[src/rtl/multicycle_sequencer.sv]
// Multi-cycle control FSM for the RV32I datapath: steps each instruction through
// fetch/decode/execute/memory/writeback and drives memory handshakes and datapath strobes.
//
// state  | meaning
// IDLE   | post-reset, one cycle, checks for debug halt
// FETCH  | instruction memory request, IR loaded on ready
// DECODE | decode settles
// EXEC   | ALU cycle, selects memory or writeback path
// MEM    | data memory access
// WB     | register/PC write, retirement
// HALT   | debug halt, no requests
// ERR    | memory timeout, held until reset
module multicycle_sequencer #(
    parameter int MEM_TIMEOUT = 16,
    parameter int TO_W        = 5,
    parameter int CNT_W       = 32
) (
    input  logic             clk,
    input  logic             rst_n,
    input  logic             imem_ready,
    input  logic             dmem_ready,
    input  logic             MemRead,
    input  logic             MemWrite,
    input  logic             RegWrite,
    input  logic             jal,
    input  logic             jalr,
    input  logic             br_taken,
    input  logic             halt_req,
    output logic             imem_req,
    output logic             dmem_req,
    output logic             dmem_we,
    output logic             ir_we,
    output logic             rf_we,
    output logic             pc_we,
    output logic [1:0]       pc_sel,
    output logic             retire,
    output logic [CNT_W-1:0] retire_cnt,
    output logic [2:0]       state,
    output logic             halted,
    output logic             err
);

    typedef enum logic [2:0] {
        IDLE   = 3'd0,
        FETCH  = 3'd1,
        DECODE = 3'd2,
        EXEC   = 3'd3,
        MEM    = 3'd4,
        WB     = 3'd5,
        HALT   = 3'd6,
        ERR    = 3'd7
    } state_t;

    localparam logic [TO_W-1:0]  TO_LAST = TO_W'(MEM_TIMEOUT - 1);
    localparam logic [TO_W-1:0]  TO_ONE  = TO_W'(1);
    localparam logic [CNT_W-1:0] CNT_ONE = CNT_W'(1);

    state_t          state_q;
    state_t          state_d;
    logic [TO_W-1:0] to_cnt;
    logic            mem_wait;
    logic            to_expired;
    logic            enter_wait_state;

    // A wait cycle is any FETCH/MEM cycle whose memory has not answered yet.
    assign mem_wait   = ((state_q == FETCH) && !imem_ready) ||
                        ((state_q == MEM)   && !dmem_ready);
    assign to_expired = mem_wait && (to_cnt == TO_LAST);

    assign enter_wait_state = (state_d != state_q) &&
                              ((state_d == FETCH) || (state_d == MEM));

    always_ff @(posedge clk) begin
        if (!rst_n) begin
            state_q <= IDLE;
        end else begin
            state_q <= state_d;
        end
    end

    always_ff @(posedge clk) begin
        if (!rst_n) begin
            to_cnt <= '0;
        end else if (enter_wait_state) begin
            to_cnt <= '0;
        end else if (mem_wait) begin
            to_cnt <= to_cnt + TO_ONE;
        end
    end

    always_ff @(posedge clk) begin
        if (!rst_n) begin
            retire_cnt <= '0;
        end else if (state_q == WB) begin
            retire_cnt <= retire_cnt + CNT_ONE;
        end
    end

    always_comb begin
        state_d = state_q;
        case (state_q)
            IDLE:   state_d = halt_req ? HALT : FETCH;
            FETCH: begin
                if (imem_ready) begin
                    state_d = DECODE;
                end else if (to_expired) begin
                    state_d = ERR;
                end
            end
            DECODE: state_d = EXEC;
            EXEC:   state_d = (MemRead || MemWrite) ? MEM : WB;
            MEM: begin
                if (dmem_ready) begin
                    state_d = WB;
                end else if (to_expired) begin
                    state_d = ERR;
                end
            end
            WB:     state_d = halt_req ? HALT : FETCH;
            HALT: begin
                if (!halt_req) begin
                    state_d = FETCH;
                end
            end
            ERR:    state_d = ERR;
            default: state_d = ERR;
        endcase
    end

    always_comb begin
        imem_req = 1'b0;
        ir_we    = 1'b0;
        dmem_req = 1'b0;
        dmem_we  = 1'b0;
        rf_we    = 1'b0;
        pc_we    = 1'b0;
        pc_sel   = 2'd0;
        retire   = 1'b0;
        halted   = 1'b0;
        err      = 1'b0;
        case (state_q)
            FETCH: begin
                imem_req = 1'b1;
                ir_we    = imem_ready;
            end
            MEM: begin
                dmem_req = 1'b1;
                dmem_we  = MemWrite;
            end
            WB: begin
                pc_we  = 1'b1;
                retire = 1'b1;
                rf_we  = RegWrite;
                // jalr outranks jal when a bad decode asserts both.
                if (jalr) begin
                    pc_sel = 2'd2;
                end else if (jal || br_taken) begin
                    pc_sel = 2'd1;
                end
            end
            HALT: halted = 1'b1;
            ERR:  err    = 1'b1;
            default: ;
        endcase
    end

    assign state = state_q;

endmodule

[config.mk]
export PLATFORM = sky130hd
export DESIGN_NAME = multicycle_sequencer
export DESIGN_NICKNAME = d
export VERILOG_FILES = /design/src/rtl/multicycle_sequencer.sv
export SDC_FILE = /design/constraint.sdc
export NUM_CORES = 1
export LEC_CHECK = 0
export CAP_MARGIN = 25
export CORE_AREA = 10 10 79 81
export CTS_CLUSTER_DIAMETER = 200
export CTS_CLUSTER_SIZE = 20
export DETAILED_ROUTE_END_ITERATION = 8
export DIE_AREA = 0 0 89 91
export GPL_ROUTABILITY_DRIVEN = 0
export PLACE_DENSITY = 0.77
export REMOVE_ABC_BUFFERS = 1
export SLEW_MARGIN = 5
export SYNTH_ARGS = -nofsm -noshare
export SYNTH_HDL_FRONTEND = slang
export SYNTH_SLANG_ARGS = --single-unit
[constraint.sdc]
create_clock -name clk -period 5.86 [get_ports clk]
set_input_delay 0.879 -clock clk [delete_from_list [all_inputs] [get_ports clk]]
set_output_delay 0.879 -clock clk [all_outputs]
set_load 0.02 [all_outputs]
**Yosys cells after proc, flatten, opt, wreduce, memory -nomap -nowiden**

Index checks and enable logic that the tools add are counted.

- Register bits: 40
- Bits of input ports: 11
- Output and inout bits: 46
- Logic and storage cells: 48

- Add/sub/neg operators: 2
- Equal/unequal tests: 11
- Mux-type cells: 18
- Bitwise logic cells: 1
- Reduce and logical (&&, ||, !) cells: 13

Operators with widths:

| cell | number |
|---|---|
| adder 32 x 1 -> 32 bit (second input constant) | 1 |
| one-hot mux 3 bit (7 select lines) | 1 |
| equality test 3 bit (second input constant) | 5 |
| two-way mux 3 bit | 5 |
| two-way mux 1 bit | 10 |
| equality test 3 x 1 -> 1 bit (second input constant) | 2 |
| equality test 3 x 2 -> 1 bit (second input constant) | 2 |
| adder 5 x 1 -> 5 bit (second input constant) | 1 |
| equality test 5 x 4 -> 1 bit (second input constant) | 1 |
| logical AND 1 bit | 4 |
| logical OR 1 bit | 4 |
| two-way mux 2 bit | 2 |
| OR reduction 2 bit | 2 |
| logical NOT 3 bit | 1 |
| inequality test 3 bit | 1 |
| logical NOT 1 bit | 2 |
| inverter 1 bit | 1 |

**Depth between registers and ports, before layout**

- Depth after elaboration: 11
- Depth in mapped cells: 8
- Gate-level depth less buffers: 8

**Worst setup path after synthesis**

No wires, ideal clock.

- Path type: register to output
- Start: register state_q[2] (netlist: state[2])
- End: output port pc_sel[0]
- Data arrival time: 1,461 ps
- Required time: 4,981 ps
- Slack: 3,520 ps
- Cell stages (with the launch flop): 5
- Path buffers: 2
- Cell sequence: dfxtp_1 -> buf_4 -> buf_2 -> nand3_1 -> nor3_1

- Longest elaborated chain between the ends: 2

RTL lines:

| element | line | source |
|---|---|---|
| start: declaration | 58 | `state_t state_q;` |
| start signal: assignment | 77 | `state_q <= state_d;` |
| equality test 3 bit | 141 | `case (state_q)` |
| two-way mux 2 bit | 141 |  |
| end: declaration | 35 | `output logic [1:0] pc_sel,` |

Every way passes these cells.

**Worst setup path in the final report**

- Start: register state_q[0] (netlist: state[0])
- End: output port pc_sel[1]

The elaborated chain is that of the path after synthesis.

==> flow_summary.ini <==
[outcome]
status = finished, final reports clean

[sta]
finalSetupViolations = 0
finalCritPeriodShare = 0.5316
clock_skew_ns = 0.01218
hold_viol = 0
maxSlewViolCount = 0
max_freq_mhz = 321.0
slew-limit-headroom = 0.5894
worstMarginPinSlew_ns = 0.6150
setup_ws_ns = 2.745
fin_crit_ns = 3.115
grt_setup_unrepaired = false
fin_setup_tns_ns = 0

[yosys]
yosys_warnings = 0
syn-cell-area_mm2 = 0.002168
synth_cell_types = 50
synthCells = 241
netlist_top_cells_area = dfxtp_1, xnor2_1, and2_1, nand4_1, xor2_1
netlist.area_leader.share = 0.3693
synth_top_cell_by_area = dfxtp_1
syn_area_per_cell_um2 = 8.997
yosysSeqAreaShare = 0.3693
ys_seq_elements = 40

[hold_path]
hp-class = reg -> reg

[clock_network]
post_cts_buffers = 0
post_cts_resized = 0
cts_buffers = 5
hold_buffers = 0
clock-sinks = 40
clkLatencyLatePin_ns = 0.29
cts_tree = done
cts_root_buf = clkbuf_8
clk_pin_slew_worst_paths_ns = 0.07
clockBufferDepth = 2
cts.htree.levels = 2

[floorplan]
fp.coreArea_mm2 = 0.004661
die-area_mm2 = 0.008099
std_cell_rows = 25
dieWidth_um = 89
start_util = 0.4652
io_pins = 57
die_h_um = 91

[place]
dp.cells = 342
dpl-instance-area_mm2 = 0.002751
dpl.hpwl_mm = 3.839
io_buffers = 56
place_ws_ns = 2.807

[worst_setup_path]
crit_fanout = 19
criticalPathCategory = reg -> out
startpoint_type = flip-flop
crit_chain = nand3_1 -> inv_1 -> and2_1 -> clkdlybuf4s50_1
critPathSlowestCell = dfxtp_1
arrival_ns = 2.24
cpPeakStageDelay_ns = 0.71
crit_path_end_kind = output port
required_ns = 4.98

[layout]
design_area_mm2 = 0.002859
diodes = 0
multi_input_area_mm2 = 0.001292
regArea_um2 = 800.8
fillerInstances = 409
drive_above_1_share = 0.07770
syn_to_final_growth_pct = 31.85
fin_nets = 309
final_core_util = 0.6134
final_cell_count_no_fill = 350

[power_and_ir_drop]
p_leak_nw = 1.097
p_per_area_mw_per_mm2 = 277.9
ir_worst_vdd_uv = 280.8

[grt]
antenna_found_initial = 0
grt_pass1_vias = 1860
grt_overflow = 0
grt_max_degree = 37
track_usage = 0.1306
grt_pass1_wl_mm = 8.756

[detailed_routing]
drc = 0
drt-total-wl_mm = 5.149
wire_per_inst_um = 14.71
vias_per_cell = 5.417
drtIter0Drc = 72
drtAntennaViolNets = 0
first_pass_iters = 4
num_vias = 1896

[flow_run]
drv_cap = 0
## registers in the layout, indices dropped and copies added (netlist names)
| signal | cells |
|---|---|
| state | 3 |
| retire_cnt | 32 |
| to_cnt | 5 |
## worst max-delay path: cells and delay by family, from the launching register on
kind                   cells  cell delay [ns]
and+or+nand+nor            2             0.43
buffers and inverters      2             0.81
DFF                        1             0.71
## logic make-up (layout without fill, tap and decap cells)
| kind of cell | after synthesis | after routing | synth area share |
|---|---|---|---|
| adders and majority gates | 3 | 3 | 0.01731 |
| DFF | 40 | 40 | 0.3693 |
| xor gates and xnor gates | 31 | 31 | 0.1252 |
| AOI/OAI and AO/OA | 31 | 31 | 0.09695 |
| buffers and inverters | 16 | 71 | 0.03462 |
| and+or+nand+nor | 119 | 119 | 0.3520 |
| muxes | 1 | 1 | 0.004616 |
## Yosys cell counts (all sizes together)
cell type	count
a21boi	4
nand4b	1
clkbuf	3
nor3	4
mux2i	1
and4	3
nor3b	2
nand2	17
nand3	8
a211oi	2
nor2b	3
o41ai	1
o21bai	1
o31ai	1
xnor2	23
nor2	11
nand2b	5
o32ai	1
and3	9
ha	3
nand4	17
a211o	1
dfxtp	40
o211ai	1
or3	4
or3b	2
inv	6
o221a	1
nor4	2
a21oi	9
xor2	8
o21ai	7
buf	7
and2	31
a221oi	2
## worst paths after layout
kind | from | endpoint | slack, ns | cells after the start
worst max-delay path | state[0]$_SDFF_PN0_ | pc_sel[1] | 2.74 | 4
worst min-delay path | to_cnt[4]$_SDFFE_PP0P_ | to_cnt[4]$_SDFFE_PP0P_ | 0.51 | 2
worst max register to register | to_cnt[0]$_SDFFE_PP0P_ | to_cnt[4]$_SDFFE_PP0P_ | 3.61 | 8
worst min register to register | to_cnt[4]$_SDFFE_PP0P_ | to_cnt[4]$_SDFFE_PP0P_ | 0.51 | 2
## through the flow
step                total power [mW]  hold WS [ns]
finish                        0.7945        0.5078
floorplan                     0.4831        0.4762
detailed placement            0.5796        0.4957
CTS                           0.8000        0.5055
global placement              0.5760        0.4873
global route                  0.8436        0.5376
## placed cells by master (no fill, tap or decap), drive strengths merged, types with 5 or more instances in the layout
| cell | count |
|---|---|
| clkdlybuf4s50 | 56 |
| inv | 6 |
| and3 | 9 |
| xnor2 | 23 |
| and2 | 31 |
| nand2b | 5 |
| nor2 | 11 |
| dfxtp | 40 |
| nand2 | 17 |
| nand4 | 17 |
| nand3 | 8 |
| xor2 | 8 |
| a21oi | 9 |
| clkbuf | 6 |
| o21ai | 7 |
## power by group
group          internal, mW  switching, mW  total, mW
Clock                 0.126         0.0933      0.220
Sequential            0.291         0.0502      0.341
Combinational         0.111          0.123      0.234
## cell type report
cell class              instances  share of cell area
flip-flops and latches         40              0.2801
clock inverters                 2             0.01225
repair buffers                 57              0.1987
inverters                       6            0.007877
clock buffers                   6             0.02538
multi-input cells             185              0.4521
well taps                      54             0.02363
## routing by layer
layer	share of wire	vias to the layer above	global-route usage
li1	-	954	-
met5	0	-	0
met4	0.020	0	0.05172
met3	0.068	10	0.03932
met2	0.50	57	0.2215
met1	0.41	875	0.1476
(Power assumes the default switching activity.)
